[config.mk]
export PLATFORM = sky130hd
export DESIGN_NAME = hazard_ctrl
export DESIGN_NICKNAME = d
export VERILOG_FILES = /design/src/rtl/hazard_ctrl.sv
export SDC_FILE = /design/constraint.sdc
export NUM_CORES = 1
export LEC_CHECK = 0
export ABC_AREA = 1
export CAP_MARGIN = 20
export CORE_MARGIN = 2
export CORE_UTILIZATION = 33
export CTS_BUF_LIST = sky130_fd_sc_hd__clkbuf_2 sky130_fd_sc_hd__clkbuf_4 sky130_fd_sc_hd__clkbuf_8
export CTS_CLUSTER_DIAMETER = 30
export CTS_CLUSTER_SIZE = 25
export DETAILED_ROUTE_END_ITERATION = 16
export PLACE_DENSITY_LB_ADDON = 0.1
export SLEW_MARGIN = 10
export SYNTH_ARGS = -nofsm -noshare
export SYNTH_HDL_FRONTEND = slang
export SYNTH_SLANG_ARGS = --single-unit
[constraint.sdc]
create_clock -name clk -period 1 [get_ports clk]
set_input_delay 0.1 -clock clk [delete_from_list [all_inputs] [get_ports clk]]
set_output_delay 0.1 -clock clk [all_outputs]
set_load 0.01 [all_outputs]
[src/rtl/hazard_ctrl.sv]
`default_nettype none
// +--------------------------------------------------------------------------+
// | Module      : hazard_ctrl                                                |
// | Description : Pipeline hazard/stall controller for the five-stage core.  |
// |               Generates Execute forwarding selects, per-stage stall and  |
// |               flush, and sequences multi-cycle ALU ops, dbus waits and   |
// |               discarding of in-flight fetches after a redirect.          |
// |               Optional perf counters: define HAZARD_PERF_EN.             |
// | Revision    : 1.0 - initial release                                      |
// +--------------------------------------------------------------------------+
module hazard_ctrl (
  input  logic       clk,
  input  logic       reset,
  input  logic [4:0] rs1D,
  input  logic [4:0] rs2D,
  input  logic [4:0] rs1E,
  input  logic [4:0] rs2E,
  input  logic [4:0] writeregE,
  input  logic [4:0] writeregM,
  input  logic [4:0] writeregW,
  input  logic       regwriteE,
  input  logic       regwriteM,
  input  logic       regwriteW,
  input  logic       memreadE,
  input  logic       mc_startE,
  input  logic       mc_done,
  input  logic       dreq_validM,
  input  logic       ddata_ok,
  input  logic       ireq_valid,
  input  logic       idata_ok,
  input  logic       redirectE,
  output logic [1:0] fwdA_E,
  output logic [1:0] fwdB_E,
  output logic       stallF,
  output logic       stallD,
  output logic       stallE,
  output logic       stallM,
  output logic       flushD,
  output logic       flushE,
  output logic       flushM,
  output logic       flushW,
  output logic       ifetch_drop
`ifdef HAZARD_PERF_EN
  ,
  output logic [31:0] perf_stall_cyc,
  output logic [31:0] perf_luse_cnt
`endif
);

  localparam logic [1:0] c_FWD_RF = 2'b00;
  localparam logic [1:0] c_FWD_M  = 2'b01;
  localparam logic [1:0] c_FWD_W  = 2'b10;

  typedef enum logic [0:0] {
    RUN     = 1'b0,
    MC_BUSY = 1'b1
  } mc_state_t;

  mc_state_t mc_state_q, mc_state_d;
  logic      drop_pend_q, drop_pend_d;

  logic w_dstall;
  logic w_mcstall;
  logic w_luse;
  logic w_redirect_act;
  logic w_luse_act;
  logic w_istall;

  // Newest producer wins: M result shadows W result; x0 is never forwarded.
  function automatic logic [1:0] fwd_sel(input logic [4:0] rs,
                                         input logic [4:0] wm, input logic rwm,
                                         input logic [4:0] ww, input logic rww);
    logic [1:0] sel;
    sel = c_FWD_RF;
    if (rs != 5'd0 && rs == wm && rwm)      sel = c_FWD_M;
    else if (rs != 5'd0 && rs == ww && rww) sel = c_FWD_W;
    return sel;
  endfunction

  assign fwdA_E = fwd_sel(rs1E, writeregM, regwriteM, writeregW, regwriteW);
  assign fwdB_E = fwd_sel(rs2E, writeregM, regwriteM, writeregW, regwriteW);

  // Raw hazard causes; priority is resolved below.
  assign w_dstall  = dreq_validM & ~ddata_ok;
  assign w_mcstall = ((mc_state_q == MC_BUSY) | mc_startE) & ~mc_done;
  assign w_luse    = memreadE & regwriteE & (writeregE != 5'd0) &
                     ((writeregE == rs1D) | (writeregE == rs2D));
  assign w_istall  = ireq_valid & ~idata_ok & ~redirectE;

  // A redirect only takes effect once Execute is free to move; until then the
  // branch stays in Execute and presents redirectE again.
  assign w_redirect_act = redirectE & ~w_dstall & ~w_mcstall;
  assign w_luse_act     = w_luse & ~w_dstall & ~w_mcstall & ~redirectE;

  assign ifetch_drop = drop_pend_q & idata_ok;

  // Priority-ordered stall/flush decode; a higher cause masks all lower ones.
  always_comb begin
    stallF = 1'b0;
    stallD = 1'b0;
    stallE = 1'b0;
    stallM = 1'b0;
    flushD = 1'b0;
    flushE = 1'b0;
    flushM = 1'b0;
    flushW = 1'b0;
    if (w_dstall) begin
      stallF = 1'b1;
      stallD = 1'b1;
      stallE = 1'b1;
      stallM = 1'b1;
      flushW = 1'b1;
    end else if (w_mcstall) begin
      stallF = 1'b1;
      stallD = 1'b1;
      stallE = 1'b1;
      flushM = 1'b1;
    end else if (redirectE) begin
      // Decode is squashed anyway, so a pending load-use is irrelevant.
      stallF = drop_pend_q;
      flushD = 1'b1;
      flushE = 1'b1;
    end else if (w_luse) begin
      stallF = 1'b1;
      stallD = 1'b1;
      flushE = 1'b1;
    end else if (w_istall | drop_pend_q) begin
      // Decode is free here, so it can take a bubble while Fetch waits.
      stallF = 1'b1;
      flushD = 1'b1;
    end
  end

  // Next-state for the multi-cycle FSM and the stale-fetch drop flag.
  always_comb begin
    mc_state_d  = mc_state_q;
    drop_pend_d = drop_pend_q;
    case (mc_state_q)
      RUN:     if (mc_startE & ~w_dstall & ~mc_done) mc_state_d = MC_BUSY;
      MC_BUSY: if (mc_done)                          mc_state_d = RUN;
      default:                                       mc_state_d = RUN;
    endcase
    if (drop_pend_q & idata_ok)
      drop_pend_d = 1'b0;
    else if (w_redirect_act & ireq_valid & ~idata_ok)
      drop_pend_d = 1'b1;
  end

  // State registers with synchronous reset.
  always_ff @(posedge clk) begin
    if (reset) begin
      mc_state_q  <= RUN;
      drop_pend_q <= 1'b0;
    end else begin
      mc_state_q  <= mc_state_d;
      drop_pend_q <= drop_pend_d;
    end
  end

`ifdef HAZARD_PERF_EN
  logic [31:0] perf_stall_cyc_q;
  logic [31:0] perf_luse_cnt_q;

  // Free-running, wrapping event counters for stall cycles and load-use bubbles.
  always_ff @(posedge clk) begin
    if (reset) begin
      perf_stall_cyc_q <= 32'd0;
      perf_luse_cnt_q  <= 32'd0;
    end else begin
      if (stallF)     perf_stall_cyc_q <= perf_stall_cyc_q + 32'd1;
      if (w_luse_act) perf_luse_cnt_q  <= perf_luse_cnt_q + 32'd1;
    end
  end

  assign perf_stall_cyc = perf_stall_cyc_q;
  assign perf_luse_cnt  = perf_luse_cnt_q;
`endif

endmodule
`default_nettype wire

== Yosys cells after proc, flatten, opt, wreduce, memory -nomap -nowiden ==
Index checks and enable logic that the tools add are counted.
Widths: inputs -> output; s select.
Word-level totals
  register bits after elaboration: 2
  bits of input ports: 48
Cells by class
  equal/unequal tests: 6
  mux-type cells: 27
  bitwise operators: 24
  reduce and logical (&&, ||, !) cells: 12
Operator list (number)
  $eq 5x5->1: 6
  $mux 1: 22
  $reduce_bool 5->1: 3
  $and 1x1->1: 14
  $logic_and 1x1->1: 8
  $mux 2: 4
  $not 1->1: 7
  $or 1x1->1: 3
  $pmux 1 s2: 1
  $reduce_or 2->1: 1

== Depth between registers and ports, before layout ==
Gate-level depths: netlist (run 1).
  word-level depth: 9
  gate-level depth with buffers: 9

== Worst setup path after synthesis (run 1) ==
No wires, ideal clock.
  path kind: register -> output
  start point: register mc_state_q
  end point: output port flushE
  data arrival time: 825 ps
  required time: 900 ps
  slack: 75 ps
  cell stages (with the launch flop): 6
  path buffers: 0
  cell sequence: dfxtp_1 nor2_1 nor2_1 nor2_2 inv_1 a21oi_2
Between the ends
  cells in the longest elaborated chain, start to end: 4
RTL lines
  from (decl): line 59  | mc_state_t mc_state_q, mc_state_d;
  from (signal assigned): line 155  | mc_state_q <= mc_state_d;
  $or 1x1->1: line 85  | assign w_mcstall = ((mc_state_q == MC_BUSY) | mc_startE) & ~mc_done;
  $and 1x1->1: line 85
  $mux 1: line 113  | end else if (w_mcstall) begin
  $mux 1: line 107  | if (w_dstall) begin
  to (decl): line 39  | output logic flushE,
Every way passes these cells.

== Worst setup path after layout (run 1) ==
  start point: register mc_state_q
  end point: output port flushD
Between the ends
  cells in the longest elaborated chain, start to end: 4
RTL lines
  $or 1x1->1: line 85
  $and 1x1->1: line 85
  $mux 1: line 113
  $mux 1: line 107
  to (decl): line 38  | output logic flushD,
Every way passes these cells.

==> results list, run 1 <==
- The flow ran to the end, but the final reports show violations.
- Violated checks: negative setup slack
- The floorplan step set the die height to 50.37 um.
- The most critical setup path has its startpoint at mc_state_q$_SDFF_PP0_.
- Wirelength, routed: 2.990 mm
- Of the total synthesized cell area, the portion taken by XOR and XNOR cells is 0.1235.
- The count of endpoints failing hold in the final timing report is 0.
- Critical path start-end classification: flop to output pin
- Mapped cell area: 709.4 um^2
- The average instance in the mapped netlist occupies 5.104 um^2.
- Sum of net half-perimeters after detailed placement: 1.993 mm
- Sequential share of power: 0.099
- Max-Slew Margin vs Limit: 0.8647
* Nets: 265
- After clock tree synthesis, the clock-pin slew on the worst setup and hold paths is 0.03 ns.
- Entering global routing, the biggest net connects 6 pins.
- Pin placement for this block handled 61 I/O pins.
* Setup-violating endpoint count in the final report: 9
- Setup repair after global routing missed its margin: true
- Initial DRC Count: 18
- After routing the design area is 1529 um^2.
* Total iterations of the first detailed-routing run: 4
- The region available for standard cell placement spans 2002 um^2.
- Area grow syn2layout: 115.5%
* Number of H-tree branching levels: 1
- Hold buffer count at cts: 0
- Clock group share of total power: 0.202
- After detailed routing, the number of vias per cell comes to 4.860.
* Number of buffers added by the clock tree synthesis step: 3
- Congestion Overflow GR: 0
- The area fraction in compound gates after synthesis is 0.1129.
* Cell row count: 16
* Register area share after synthesis: 0.05644
* Clock tree from TritonCTS: built
- Fraction of synthesized cell area taken by the top area cell type: 0.1905
- Area fraction in and, or, nand and nor cells after synthesis: 0.5168
- The placed instances occupy a cell area of 1396 um^2.
- In the final layout, the share of cells above drive strength 1 is 0.5023.
* Clock Skew: 0.008613 ns
- Synthesis produced 139 cells.
- Maximum vdd drop: 0.0005201 V
* Worst path arrival time: 1.21 ns
- Total number of yosys warnings: 0
- The initial antenna violation count came to 0.
* Worst flop-to-flop path startpoint: mc_state_q$_SDFF_PP0_
- Counting flops and latches in the post-synthesis netlist gives 2.
- For this run, design rule violations remaining after detail routing come to 0.
- Biggest area consumer among synthesized cells: sky130_fd_sc_hd__nand2_1
* Clk root buf: sky130_fd_sc_hd__clkbuf_4
- In this run the remaining antenna-violating nets after routing total 0.
- Int Pwr: 541.5 uW
- Dominant combinational cell family by area after synthesis: simple AND/OR/NAND/NOR gates
- Of all nets on the critical path, the largest fanout is 3.
- For this configuration, the core starts out at a cell density of 0.3544.
- Buffer depth of the longest clock path: 2
- Number of pins with negative max-slew slack in the final report: 0
- The startpoint identified for the worst hold timing path is redirectE.
* Most common cell after layout, fill and taps aside: sky130_fd_sc_hd__nand2_1
- In the post-route analysis, the smallest setup slack over all paths is -0.3070 ns.
- For this run, the share of the core covered by cells in the final layout is 0.7638.
* Total via count after detailed routing: 1176
- From left edge to right edge, the die measures 50.37 um.
- The later pin in the worst-skew pair is clocked with a latency of 0.23 ns.
* Final weighted congestion in routability-driven placement: 0.8554
* Number of diodes added for antenna fixing: 0
- Number of instances in the placed design: 233
- Leading cell types in the layout, fill and taps excluded: 32 x sky130_fd_sc_hd__nand2_1, 17 x sky130_fd_sc_hd__inv_1, 16 x sky130_fd_sc_hd__buf_6, 16 x sky130_fd_sc_hd__buf_2, 15 x sky130_fd_sc_hd__inv_2
- Measured against the total synthesized area, the mux share comes to 0.
* Maximum achievable frequency: 0.7651 GHz
- The worst setup path is captured at an output pin.
* Sort of element at the start of the critical path: flop
- Post-synth cell types: 25
* Number of maximum-capacitance violations: 0
- Counting every net in the synthesized netlist gives 187.
* Sw power: 340.0 uW
- Global-route total usage across every layer: 0.1935
* Crit share post-route: 1.307
- Die area: 2537 um^2
* Final Critical Period: 1.307 ns
- Of the total synthesized cell area, the portion taken by full adders, half adders and majority gates is 0.
- Count of port buffers added during placement: 60
- The via count of the first global-routing pass is 1035.
- Final cell count without fillers: 242
* Global-route wire length before repair: 3.953 mm
- Dividing the detail-routed wire length by the instance count gives 12.36 um.
* Power density over the cells: 576.5 nW/um^2
- At the pin with the least slew margin, the transition time is 0.2018 ns.
- Dominant cells by area after synthesis: sky130_fd_sc_hd__nand2_1 19%, sky130_fd_sc_hd__inv_1 16%, sky130_fd_sc_hd__xnor2_1 8.6%, sky130_fd_sc_hd__nor2_1 8.5%, sky130_fd_sc_hd__dfxtp_1 5.6%
- Fraction of power spent switching nets: 0.3857
- Final hold slack: 0.2386 ns
- Clock tree sinks: 2
* Data required time at the worst endpoint: 0.90 ns
* Hold/Removal Path Class: primary input to flop
* Combinational fraction of design power: 0.699
- Lkg Pwr: 0.8369 nW
-- synth_stat cells (all sizes together) --
cell     instances
nand2           38
inv             33
nor2            18
nand3            9
xnor2            7
nor3             6
nand4            5
a21oi            3
o22ai            3
or2              3
xor2             3
dfxtp            2
o2111ai          2
o21ai            2
a211oi           1
a21boi           1
and3             1
buf              1
clkinv           1
-- kinds of logic (layout without fill, tap and decap cells) --
logic type / count (synthesis) / after routing
AO/OA/AOI/OAI: 12 / 12
XOR/XNOR: 10 / 10
flip-flops: 2 / 2
buffers and inverters: 35 / 111
AND/OR/NAND/NOR: 80 / 80
-- worst max-delay path, stage by stage (launching register included) --
cell and delay (ns):
sky130_fd_sc_hd__dfxtp_2 0.32, sky130_fd_sc_hd__nor2_4 0.10, sky130_fd_sc_hd__nor2_4 0.05, sky130_fd_sc_hd__nor2_4 0.11, sky130_fd_sc_hd__buf_6 0.13, sky130_fd_sc_hd__nand2_4 0.06, sky130_fd_sc_hd__nor2_2 0.08, sky130_fd_sc_hd__buf_2 0.14
-- what timing repair did --
action                                  4_1_cts  5_1_grt
setup buffers                                 3        3
gates resized for setup                     176       68
pin swaps                                    34       29
endpoints found under the setup margin       14       11
-- worst paths after layout --
kind	to	slack, ns	depth (start not counted)
max reg2reg	drop_pend_q$_SDFFE_PP0P_	-0.16	7
max	flushD	-0.31	7
min reg2reg	drop_pend_q$_SDFFE_PP0P_	0.50	2
min	drop_pend_q$_SDFFE_PP0P_	0.24	3
-- power groups by stage --
stage          Clock [mW]  Combinational, mW  Sequential [mW]
6_report            0.178              0.616           0.0870
3_3_place_gp            0              0.527           0.0866
2_1_floorplan           0              0.209           0.0863
4_1_cts             0.187              0.514           0.0864
5_1_grt             0.190              0.662           0.0874
3_5_place_dp            0              0.538           0.0866
-- layout make-up --
class | count | area [um^2]
timing repair buffer | 74 | 616.8
fill | 158 | 473.0
multi-input combinational | 102 | 684.4
inverter | 34 | 130.1
tap | 27 | 33.78
sequential | 2 | 41.29
clock buffer | 3 | 22.52
-- stage by stage --
stage | TNS, ns | power, mW | setup slack (ns)
after floorplan | 0 | 0.2950 | 0.07510
final | -1.332 | 0.8815 | -0.3070
after detailed placement | -9.784 | 0.6243 | -0.9208
after global routing | -1.824 | 0.9393 | -0.3558
after global placement | -9.499 | 0.6137 | -0.8937
after CTS | -1.463 | 0.7871 | -0.2865
-- per-layer routing --
layer,track usage,up-vias,share of wire
met5,0,-,0
met4,0.05405,0,0.021
met3,0.03274,8,0.066
met2,0.3728,60,0.54
met1,0.2140,526,0.37
li1,-,582,-
-- registers in the layout (all words and copies together), names as in the netlist --
register / count
mc_state_q: 1
drop_pend_q: 1
Power figures use the tool's default switching activity.
==> run 2: changes to the inputs <==
--- a/config.mk
+++ b/config.mk
@@ -18,3 +18,4 @@
 export SYNTH_ARGS = -nofsm -noshare
 export SYNTH_HDL_FRONTEND = slang
 export SYNTH_SLANG_ARGS = --single-unit
+export TNS_END_PERCENT = 1
==> results list, run 2 (synthesis gave the netlist of run 1 again) <==
- Outcome: finished with violations
- Violated checks: negative setup slack
- Buffers inserted to repair hold after CTS numbered 0.
- Crit share post-route: 1.274
- Derived from the worst setup path, the maximum achievable clock frequency is 0.7851 GHz.
- Vias per inst: 4.534
- Counting every sink on the clock net gives 2.
- Global-route total usage across every layer: 0.1849
- Sort of element at the start of the critical path: primary input
- Registers with the most flip-flops: drop_pend_q x1, mc_state_q x1
- The longest clock path from root to sink contains 2 buffers.
- Vias in the first global route: 990
- Width of the chip: 50.37 um
- In the layout the commonest cells are 36 x sky130_fd_sc_hd__nand2_1, 23 x sky130_fd_sc_hd__inv_1, 22 x sky130_fd_sc_hd__dlygate4sd2_1.
- In this run the number of H-tree levels came out at 1.
* Final weighted congestion in routability-driven placement: 0.8554
- DRC viols: 0
* Most common cell after layout, fill and taps aside: sky130_fd_sc_hd__nand2_1
* Setup-violating endpoint count in the final report: 13
* Area grow syn2layout: 96.30%
- The pre-antenna-repair detailed-routing pass consisted of 4 iterations.
* Smallest setup slack after layout: -0.2737 ns
* Largest net degree at the start of global routing: 6
* Lkg Pwr: 0.7890 nW
- VDD sags by at most 0.0003915 V.
* Final design area excluding fillers: 1393 um^2
- STA classifies the critical path endpoint as an output pin.
- Beginning of the critical path: dreq_validM
- Worst path arrival time: 1.17 ns
- Clock Skew: 0.01042 ns
* Placed instance area: 1396 um^2
* Clock transition at path regs: 0.04 ns
* Ordered cell list for the critical path: clkdlybuf4s50_1, inv_1, nor2_2, buf_6, nor2_1, dlygate4sd2_1
* Slowest cell delay on critical path: 0.45 ns
* Max-Slew Margin vs Limit: 0.8519
- In the final routed layout, each cell accounts on average for 10.12 um.
* Number of buffers added by the clock tree synthesis step: 3
- Share of final-layout standard cells stronger than drive strength 1: 0.3128
- The floorplan has 16 rows.
- TritonCTS built the clock tree.
- Excluding fillers, the count of instances in the completed layout stands at 238.
- Counting tap cells, the placed design contains a total of 233 instances.
- The number of cells on the worst reg-to-reg path is 7.
* Initial DRC Count: 14
* Count of port buffers added during placement: 60
* Wirelength, routed: 2.409 mm
- Slowest cell on the critical path: sky130_fd_sc_hd__clkdlybuf4s50_1
- Starting density of the core: 0.3544
* Clock insertion delay at the later pin of the skew report: 0.23 ns
* Depth of the worst hold-timing path: 2
- Total Negative Setup Slacks: -2.214 ns
- In this run the power density over the cells is 555.2 nW/um^2.
- Total via count after detailed routing: 1079
* Critical path start-end classification: primary input to output pin
- The HPWL after detailed placement is 1.993 mm.
* Number of maximum-capacitance violations: 0
- Final Critical Period: 1.274 ns
- The tightest min-delay check is of the primary input to flop type.
- Setup repair after global routing could not meet its margin everywhere.
- Pin placement for this block handled 61 I/O pins.
- Maximum fanout along the worst path: 3
* Number of antenna violations at the first check in global routing: 0
- Number of diodes added for antenna fixing: 0
* Die area: 2537 um^2
* Data required time at the worst endpoint: 0.90 ns
- Final hold slack: 0.4613 ns
- Fin. Hold Viols: 0
- The first global-routing pass estimated 3.746 mm of wire.
* Clk root buf: sky130_fd_sc_hd__clkbuf_4
* Slew of the pin with the lowest slew margin: 0.2206 ns
* Post-DRT Antenna Nets: 0
* Nets: 261
- Congestion Overflow GR: 0
- The die is 50.37 um tall.
* Startpoint of the most critical hold path: reset
* Worst flop-to-flop path startpoint: mc_state_q$_SDFF_PP0_
* Number of pins with negative max-slew slack in the final report: 0
- After floorplanning, the core was sized to cover 2002 um^2.
run 2: per-layer routing:
layer | wire [um] | vias up | share of wire | global-route usage
met2 | 1245 | 40 | 0.52 | 0.3596
met4 | 0 | 0 | 0 | 0.05405
met5 | 0 | - | 0 | 0
li1 | - | 579 | - | -
met1 | 1020 | 460 | 0.42 | 0.2014
met3 | 143 | 0 | 0.059 | 0.02976
run 2: repair_timing:
| action | CTS | global route |
|---|---|---|
| endpoints found under the setup margin | 14 | 14 |
| resized for setup | 106 | 25 |
| buffers inserted | 2 | 0 |
| pin swaps | 22 | 3 |
run 2: per-stage QoR:
stage	utilization	worst slack, ns	power, mW
6_report	0.6956	-0.2737	0.7731
3_3_place_gp	0.6975	-0.8937	0.6137
3_5_place_dp	0.6975	-0.9208	0.6243
5_1_grt	0.6956	-0.3666	0.8376
4_1_cts	0.6925	-0.2972	0.7685
2_1_floorplan	-	0.07510	0.2950
run 2: final cells by class:
cell class | instances | area [um^2]
Clock buffer | 3 | 22.52
Fill cell | 191 | 609.3
Inverter | 34 | 127.6
Multi-Input combinational cell | 102 | 580.6
Sequential cell | 2 | 41.29
Tap cell | 27 | 33.78
Timing Repair Buffer | 70 | 586.8
run 2: worst paths after layout:
check | slack, ns | endpoint
max reg2reg | -0.11 | drop_pend_q$_SDFFE_PP0P_
min reg2reg | 0.50 | drop_pend_q$_SDFFE_PP0P_
max | -0.27 | flushM
min | 0.46 | drop_pend_q$_SDFFE_PP0P_
run 2: report_power, final:
part           switching [mW]  internal (mW)
sequential            0.00217         0.0843
combinational           0.235          0.268
clock                  0.0510          0.133
run 2: critical path: cells and delay by family:
kind	cells	cell delay (ns)
buffers and inverters	4	0.90
and+or+nand+nor	2	0.17
